===== src/rtl/mem_arbiter_pkg.sv =====
// Shared definitions for the two-master memory arbiter.
package mem_arbiter_pkg;

    typedef enum logic [1:0] {
        IDLE   = 2'd0,
        GRANT0 = 2'd1,
        GRANT1 = 2'd2
    } arb_state_t;

    localparam logic ARB_M_CORE = 1'b0;
    localparam logic ARB_M_DMA  = 1'b1;

    // Counter width able to hold 0..limit; a disabled watchdog (limit 0) still gets one bit.
    function automatic int cnt_width(input int limit);
        return (limit < 1) ? 1 : $clog2(limit + 1);
    endfunction

endpackage


===== src/rtl/mem_arbiter_if.sv =====
// One valid/ready memory port: request fields from the master, completion back from the slave.
interface mem_arbiter_if #(
    parameter int ADDR_W = 16,
    parameter int DATA_W = 16
);
    logic                  valid;
    logic [ADDR_W-1:0]     addr;
    logic [DATA_W/8-1:0]   wstrb;
    logic [DATA_W-1:0]     wdata;
    logic                  ready;
    logic                  err;
    logic [DATA_W-1:0]     rdata;

    // Requester side of a port.
    modport master (output valid, addr, wstrb, wdata, input ready, err, rdata);
    // Responder side of a port.
    modport slave  (input valid, addr, wstrb, wdata, output ready, err, rdata);
    // Requester towards the memory, which has no error return.
    modport mem_master (output valid, addr, wstrb, wdata, input ready, rdata);
endinterface


===== src/rtl/mem_arbiter_watchdog.sv =====
// Granted-cycle counter: expires in the granted cycle whose ordinal equals limit.
module bus_watchdog #(
    parameter int CNT_W = 8
) (
    input  logic             clk,
    input  logic             rst_n,
    input  logic             clear,
    input  logic             enable,
    input  logic [CNT_W-1:0] limit,
    output logic             expired
);
    logic [CNT_W-1:0] cnt_q, cnt_d;
    logic [CNT_W:0]   ordinal;

    // Clear has priority; otherwise count enabled cycles, holding at all-ones.
    always_comb begin
        cnt_d = cnt_q;
        if (clear) begin
            cnt_d = '0;
        end else if (enable && (cnt_q != '1)) begin
            cnt_d = cnt_q + CNT_W'(1);
        end
    end

    // Counter register.
    always_ff @(posedge clk or negedge rst_n) begin
        if (!rst_n) begin
            cnt_q <= '0;
        end else begin
            cnt_q <= cnt_d;
        end
    end

    // cnt_q holds the number of earlier granted cycles, so the current one is cnt_q+1.
    assign ordinal = {1'b0, cnt_q} + (CNT_W+1)'(1);
    assign expired = enable && (limit != '0) && (ordinal >= {1'b0, limit});

endmodule


===== src/rtl/mem_arbiter.sv =====
// Two-master, one-slave valid/ready arbiter with round-robin or fixed priority,
// per-transaction bus lock and a watchdog that ends hung transactions with err.
module mem_arbiter
    import mem_arbiter_pkg::*;
#(
    parameter int ADDR_W      = 16,
    parameter int DATA_W      = 16,
    parameter bit ROUND_ROBIN = 1'b1,
    parameter int TIMEOUT     = 255
) (
    input  logic                clk,
    input  logic                rst_n,
    mem_arbiter_if.slave        m0,
    mem_arbiter_if.slave        m1,
    mem_arbiter_if.mem_master   s
);
    localparam int CNT_W  = cnt_width(TIMEOUT);
    localparam int STRB_W = DATA_W / 8;

    arb_state_t state_q, state_d;
    logic       last_grant_q, last_grant_d;

    logic              granted;
    logic              g_sel;
    logic              g_valid;
    logic [ADDR_W-1:0] g_addr;
    logic [STRB_W-1:0] g_wstrb;
    logic [DATA_W-1:0] g_wdata;
    logic              wd_expired;

    logic              s_valid;
    logic [ADDR_W-1:0] s_addr;
    logic [STRB_W-1:0] s_wstrb;
    logic [DATA_W-1:0] s_wdata;
    logic              fin;
    logic              tmo;

    assign granted = (state_q == GRANT0) || (state_q == GRANT1);
    assign g_sel   = (state_q == GRANT1);

    // Request fields of whichever master currently owns the bus.
    always_comb begin
        g_valid = g_sel ? m1.valid : m0.valid;
        g_addr  = g_sel ? m1.addr  : m0.addr;
        g_wstrb = g_sel ? m1.wstrb : m0.wstrb;
        g_wdata = g_sel ? m1.wdata : m0.wdata;
    end

    bus_watchdog #(.CNT_W(CNT_W)) u_watchdog (
        .clk     (clk),
        .rst_n   (rst_n),
        .clear   (!granted),
        .enable  (granted),
        .limit   (CNT_W'(TIMEOUT)),
        .expired (wd_expired)
    );

    // Arbitration, slave-side drive and completion decode.
    always_comb begin
        state_d      = state_q;
        last_grant_d = last_grant_q;
        s_valid      = 1'b0;
        s_addr       = '0;
        s_wstrb      = '0;
        s_wdata      = '0;
        fin          = 1'b0;
        tmo          = 1'b0;
        unique case (state_q)
            IDLE: begin
                // On a tie, round-robin favours the master not granted last.
                if (m0.valid && (!m1.valid || !ROUND_ROBIN || (last_grant_q == ARB_M_DMA))) begin
                    state_d = GRANT0;
                end else if (m1.valid) begin
                    state_d = GRANT1;
                end
            end
            GRANT0, GRANT1: begin
                s_valid = g_valid;
                s_addr  = g_addr;
                s_wstrb = g_wstrb;
                s_wdata = g_wdata;
                if (!g_valid) begin
                    // Owner withdrew its request: release the bus silently.
                    state_d = IDLE;
                end else if (s.ready || wd_expired) begin
                    // A real completion beats a coincident watchdog expiry.
                    fin          = 1'b1;
                    tmo          = !s.ready;
                    s_valid      = !tmo;
                    state_d      = IDLE;
                    last_grant_d = g_sel;
                end
            end
            default: state_d = IDLE;
        endcase
    end

    // State and fairness history.
    always_ff @(posedge clk or negedge rst_n) begin
        if (!rst_n) begin
            state_q      <= IDLE;
            last_grant_q <= ARB_M_DMA;
        end else begin
            state_q      <= state_d;
            last_grant_q <= last_grant_d;
        end
    end

    assign s.valid  = s_valid;
    assign s.addr   = s_addr;
    assign s.wstrb  = s_wstrb;
    assign s.wdata  = s_wdata;

    assign m0.ready = fin && (g_sel == ARB_M_CORE);
    assign m1.ready = fin && (g_sel == ARB_M_DMA);
    assign m0.err   = tmo && (g_sel == ARB_M_CORE);
    assign m1.err   = tmo && (g_sel == ARB_M_DMA);
    assign m0.rdata = s.rdata;
    assign m1.rdata = s.rdata;

endmodule


===== src/flat_wrapper.sv =====
// flat-port wrapper written by rule: the top's interface ports become plain ports
module mem_arbiter_flat import mem_arbiter_pkg::*;
#(
    parameter int ADDR_W      = 16,
    parameter int DATA_W      = 16,
    parameter bit ROUND_ROBIN = 1'b1,
    parameter int TIMEOUT     = 255
)
  (clk, rst_n, m0_valid, m0_addr, m0_wstrb, m0_wdata, m0_ready, m0_err, m0_rdata, m1_valid, m1_addr, m1_wstrb, m1_wdata, m1_ready, m1_err, m1_rdata, s_valid, s_addr, s_wstrb, s_wdata, s_ready, s_rdata);
  mem_arbiter_if #(.ADDR_W(ADDR_W), .DATA_W(DATA_W)) m0_i ();
  mem_arbiter_if #(.ADDR_W(ADDR_W), .DATA_W(DATA_W)) m1_i ();
  mem_arbiter_if #(.ADDR_W(ADDR_W), .DATA_W(DATA_W)) s_i ();
  input  logic clk;
  input  logic rst_n;
  input wire logic [$bits(m0_i.valid)-1:0] m0_valid;
  input wire logic [$bits(m0_i.addr)-1:0] m0_addr;
  input wire logic [$bits(m0_i.wstrb)-1:0] m0_wstrb;
  input wire logic [$bits(m0_i.wdata)-1:0] m0_wdata;
  output wire logic [$bits(m0_i.ready)-1:0] m0_ready;
  output wire logic [$bits(m0_i.err)-1:0] m0_err;
  output wire logic [$bits(m0_i.rdata)-1:0] m0_rdata;
  input wire logic [$bits(m1_i.valid)-1:0] m1_valid;
  input wire logic [$bits(m1_i.addr)-1:0] m1_addr;
  input wire logic [$bits(m1_i.wstrb)-1:0] m1_wstrb;
  input wire logic [$bits(m1_i.wdata)-1:0] m1_wdata;
  output wire logic [$bits(m1_i.ready)-1:0] m1_ready;
  output wire logic [$bits(m1_i.err)-1:0] m1_err;
  output wire logic [$bits(m1_i.rdata)-1:0] m1_rdata;
  output wire logic [$bits(s_i.valid)-1:0] s_valid;
  output wire logic [$bits(s_i.addr)-1:0] s_addr;
  output wire logic [$bits(s_i.wstrb)-1:0] s_wstrb;
  output wire logic [$bits(s_i.wdata)-1:0] s_wdata;
  input wire logic [$bits(s_i.ready)-1:0] s_ready;
  input wire logic [$bits(s_i.rdata)-1:0] s_rdata;
  assign m0_i.valid = m0_valid;
  assign m0_i.addr = m0_addr;
  assign m0_i.wstrb = m0_wstrb;
  assign m0_i.wdata = m0_wdata;
  assign m0_ready = m0_i.ready;
  assign m0_err = m0_i.err;
  assign m0_rdata = m0_i.rdata;
  assign m1_i.valid = m1_valid;
  assign m1_i.addr = m1_addr;
  assign m1_i.wstrb = m1_wstrb;
  assign m1_i.wdata = m1_wdata;
  assign m1_ready = m1_i.ready;
  assign m1_err = m1_i.err;
  assign m1_rdata = m1_i.rdata;
  assign s_valid = s_i.valid;
  assign s_addr = s_i.addr;
  assign s_wstrb = s_i.wstrb;
  assign s_wdata = s_i.wdata;
  assign s_i.ready = s_ready;
  assign s_i.rdata = s_rdata;
  mem_arbiter #(.ADDR_W(ADDR_W), .DATA_W(DATA_W), .ROUND_ROBIN(ROUND_ROBIN), .TIMEOUT(TIMEOUT)) u_core (.clk(clk), .rst_n(rst_n), .m0(m0_i), .m1(m1_i), .s(s_i));
endmodule

===== config.mk =====
export PLATFORM = sky130hd
export DESIGN_NAME = mem_arbiter_flat
export DESIGN_NICKNAME = d
export VERILOG_FILES = /design/src/rtl/mem_arbiter_pkg.sv /design/src/rtl/mem_arbiter_if.sv /design/src/rtl/mem_arbiter_watchdog.sv /design/src/rtl/mem_arbiter.sv /design/src/flat_wrapper.sv
export SDC_FILE = /design/constraint.sdc
export NUM_CORES = 1
export LEC_CHECK = 0
export CAP_MARGIN = 25
export CORE_MARGIN = 4
export CORE_UTILIZATION = 31
export CTS_BUF_LIST = sky130_fd_sc_hd__clkbuf_4
export CTS_CLUSTER_SIZE = 16
export DETAILED_ROUTE_END_ITERATION = 8
export PLACE_DENSITY = 0.88
export SETUP_SLACK_MARGIN = 0.2
export SLEW_MARGIN = 20
export SYNTH_ARGS = -nofsm -noshare
export SYNTH_HDL_FRONTEND = slang
export SYNTH_SLANG_ARGS = --single-unit

===== constraint.sdc =====
create_clock -name clk -period 3.9 [get_ports clk]
set_clock_uncertainty 0.15 [all_clocks]
set_input_delay 0.39 -clock clk [delete_from_list [all_inputs] [get_ports clk]]
set_output_delay 0.39 -clock clk [all_outputs]
set_load 0.03 [all_outputs]

==> impl_metrics.py <==
metrics = {
    "place": {
        "hpwl_um": 3861,
        "io_buffers": 111,
        "dpl_worst_slack_ps": 443.5,
        "place_inst": 316,
        "place.gp.congestion": 0.8734,
    },
    "sta": {
        "maxSlewViolCount": 0,
        "final.period_utilization": 0.9059,
        "max_freq_ghz": 0.2830,
        "setup_tns_ps": 0,
        "worst_pin_slew_ps": 484.0,
        "slew_headroom": 0.6763,
        "fin_hold_ws_ps": 290.2,
        "rsz0062_at_grt": "no",
        "hold_viol": 0,
        "setup_violations": 0,
        "worst_slack_ps": 367.0,
        "fin_crit_ps": 3533,
    },
    "route": {
        "ant_nets": 0,
        "first_iter_violations": 49,
        "drtPass1Iterations": 4,
        "num_vias": 1566,
        "wl_per_cell_um": 14.35,
        "vias_per_cell": 4.894,
        "drc": 0,
        "wirelength_um": 4592,
    },
    "clocking": {
        "numClockSinks": 11,
        "clkTransAtPathRegs_ps": 70,
        "clock_latency_ps": 270,
        "clock_path_buffers": 2,
        "cts_root_buffer": "clkbuf_4",
        "ctsHtreeMaxLevel": 1,
        "cts_tree": "done",
        "cts_buffers": 3,
        "postCtsSetupBuffers": 0,
        "cts_hold_buffers": 0,
    },
    "floorplan": {
        "num_rows": 24,
        "start_util": 0.3292,
        "die_y_um": 77.16,
        "die_x_um": 77.16,
        "core_um2": 4504,
        "die_area_um2": 5953,
        "ios": 160,
    },
    "synth": {
        "ys_async_sr_fraction": 1.000,
        "synth_edf_count": 0,
        "synth.avg_cell_area_um2": 7.722,
        "synth_nets": 285,
        "ys.flop_type": "dfrtp_1",
        "synthDistinctLibCells": 32,
        "ys_seq_area_frac": 0.1865,
        "ys_ff_latch": 11,
        "ys_top_cells_by_count": "43 x nor2_1, 34 x mux2i_1, 32 x buf_4",
        "synthesis.area_um2": 1483,
        "syn_inst": 192,
        "yosysMostFrequentCell": "nor2_1",
        "ys_top_cells_by_area": "mux2i_1 23%, dfrtp_1 17%, buf_4 16%",
        "yosys.area.top_type": "mux2i_1",
        "synth_warnings": 0,
        "yosysTopAreaCellShare": 0.2295,
    },
    "flow_run": {
        "maxCapViolCount": 0,
    },
    "cells_and_area": {
        "drive_gt1_frac": 0.04478,
        "seqCellArea_um2": 276.5,
        "multiInputGateArea_um2": 902.1,
        "final_cells": 320,
        "n_fill_cell": 399,
        "synthToLayoutAreaGrowth_pct": 64.30,
        "final_util": 0.5408,
        "diodes": 0,
        "nets": 362,
    },
    "power_and_ir_drop": {
        "cellLeakagePower_nw": 0.9798,
        "power_density_nw_per_um2": 736.4,
        "ir_drop_mv": 0.3399,
    },
    "setup_path": {
        "reg2reg_from": "u_core.u_watchdog.cnt_q[0]",
        "required_ps": 3360,
        "endpoint": "s_valid",
        "rr_worst_depth": 8,
        "r2r_slack_ps": 1410,
        "r2r-end": "u_core.last_grant_q",
        "start_kind": "flop",
        "cp.arrival_ps": 2990,
        "path_class": "reg2out",
        "startpoint": "u_core.u_watchdog.cnt_q[0]",
        "critPathMaxFanout": 7,
        "end_kind": "output pin",
    },
    "global_routing": {
        "antenna_found_initial": 0,
        "grt_pass1_vias": 1528,
        "track_usage": 0.1459,
        "grt-ovfl-total": 0,
        "grt_pass1_wl_um": 7203,
        "grt_max_degree": 43,
    },
    "status": {
        "run_status": "finished clean",
    },
    "min_path": {
        "hold_path.class": "in2async",
    },
}
==> worst max-delay path: stages, from the launching register on <==
cell	delay (ps)
dfrtp_1	460
inv_1	90
ha_1	320
inv_1	60
o211ai_1	80
a2111o_1	430
a2111oi_4	350
nor2_1	150
o21a_1	200
clkdlybuf4s50_1	590
==> per-layer routing <==
metal	routed length (um)	GRT usage	share of wire	vias up
li1	-	-	-	777
met1	1623	0.1469	0.35	698
met2	2529	0.2884	0.55	87
met3	398	0.03981	0.087	4
met4	40	0.03915	0.0087	0
met5	0	0	0	-
==> where the power goes <==
part | total (mW) | internal (mW) | switching, mW | leakage (nW)
registers | 0.167 | 0.141 | 0.0258 | 0.146
logic | 1.54 | 0.640 | 0.899 | 0.815
clock network | 0.0877 | 0.0466 | 0.0411 | 0.0184
total | 1.79 | 0.828 | 0.966 | 0.980
==> registers in the layout, summed over array words and instances (netlist names) <==
register,flops
u_core.u_watchdog.cnt_q,8
u_core.state_q,2
u_core.last_grant_q,1
==> layout make-up <==
| type | instances | share of cell area |
|---|---|---|
| Sequential cell | 11 | 0.1135 |
| Multi-Input combinational cell | 131 | 0.3703 |
| Clock buffer | 4 | 0.01233 |
| Inverter | 9 | 0.01387 |
| Timing Repair Buffer | 113 | 0.4633 |
| Tap cell | 52 | 0.02671 |
==> worst min-delay path by stage <==
stage | startpoint | end | slack, ps | cells after the start
after floorplan | rst_n | u_core.state_q[0] | -60 | 0
final | rst_n | u_core.u_watchdog.cnt_q[5] | 290 | 1
after detailed placement | u_core.state_q[0] | u_core.state_q[0] | 350 | 1
after global placement | u_core.state_q[0] | u_core.state_q[0] | 330 | 1
after CTS | rst_n | u_core.u_watchdog.cnt_q[5] | 300 | 1
after global routing | rst_n | u_core.u_watchdog.cnt_q[2] | 340 | 1
==> metrics by stage <==
stage               power [mW]  area (um2)
floorplan                1.178        1483
global placement         1.701        2401
detailed placement       1.719        2401
CTS                      1.813        2429
global route             1.910        2436
finish                   1.794        2436
==> cell usage in the layout (no fill, tap or decap) <==
master             n
a2111o_1           1
dlygate4sd2_1      2
clkbuf_4           4
nand2b_1           3
dlymetal6s2s_1     2
a31oi_1            2
a21oi_1            5
xnor2_1            3
or3_1              1
o211ai_1           1
clkinv_1           1
nand2_1            8
dfstp_2            1
nor2_2             1
nor2_1            42
nand3_1            6
o41ai_1            3
clkdlybuf4s50_1  107
o2bb2ai_1          2
o31ai_2            1
nand4_1            1
nand3b_1           2
o21ai_0            3
nor3_1             2
mux2_4             1
a2111oi_4          1
ha_2               1
mux2i_1           34
dfrtp_1           10
inv_1              8
xor2_1             2
o21a_1             1
ha_1               3
a211oi_1           1
buf_4              2
==> cells by family (layout without fill, tap and decap cells) <==
logic type,after synthesis,in the layout,share of synthesized area
AOI/OAI and AO/OA,21,21,0.1148
xor gates and xnor gates,5,5,0.02954
adders and majority gates,4,4,0.03376
buffers and inverters,50,126,0.2084
DFF,11,11,0.1865
muxes,35,35,0.2397
and+or+nand+nor,66,66,0.1873
==> timing repair <==
action,in CTS,in global routing
pin swaps,0,1
resized for setup,2,3
setup endpoints to repair,2,3
No activity file was read; power rests on OpenSTA's default activity.
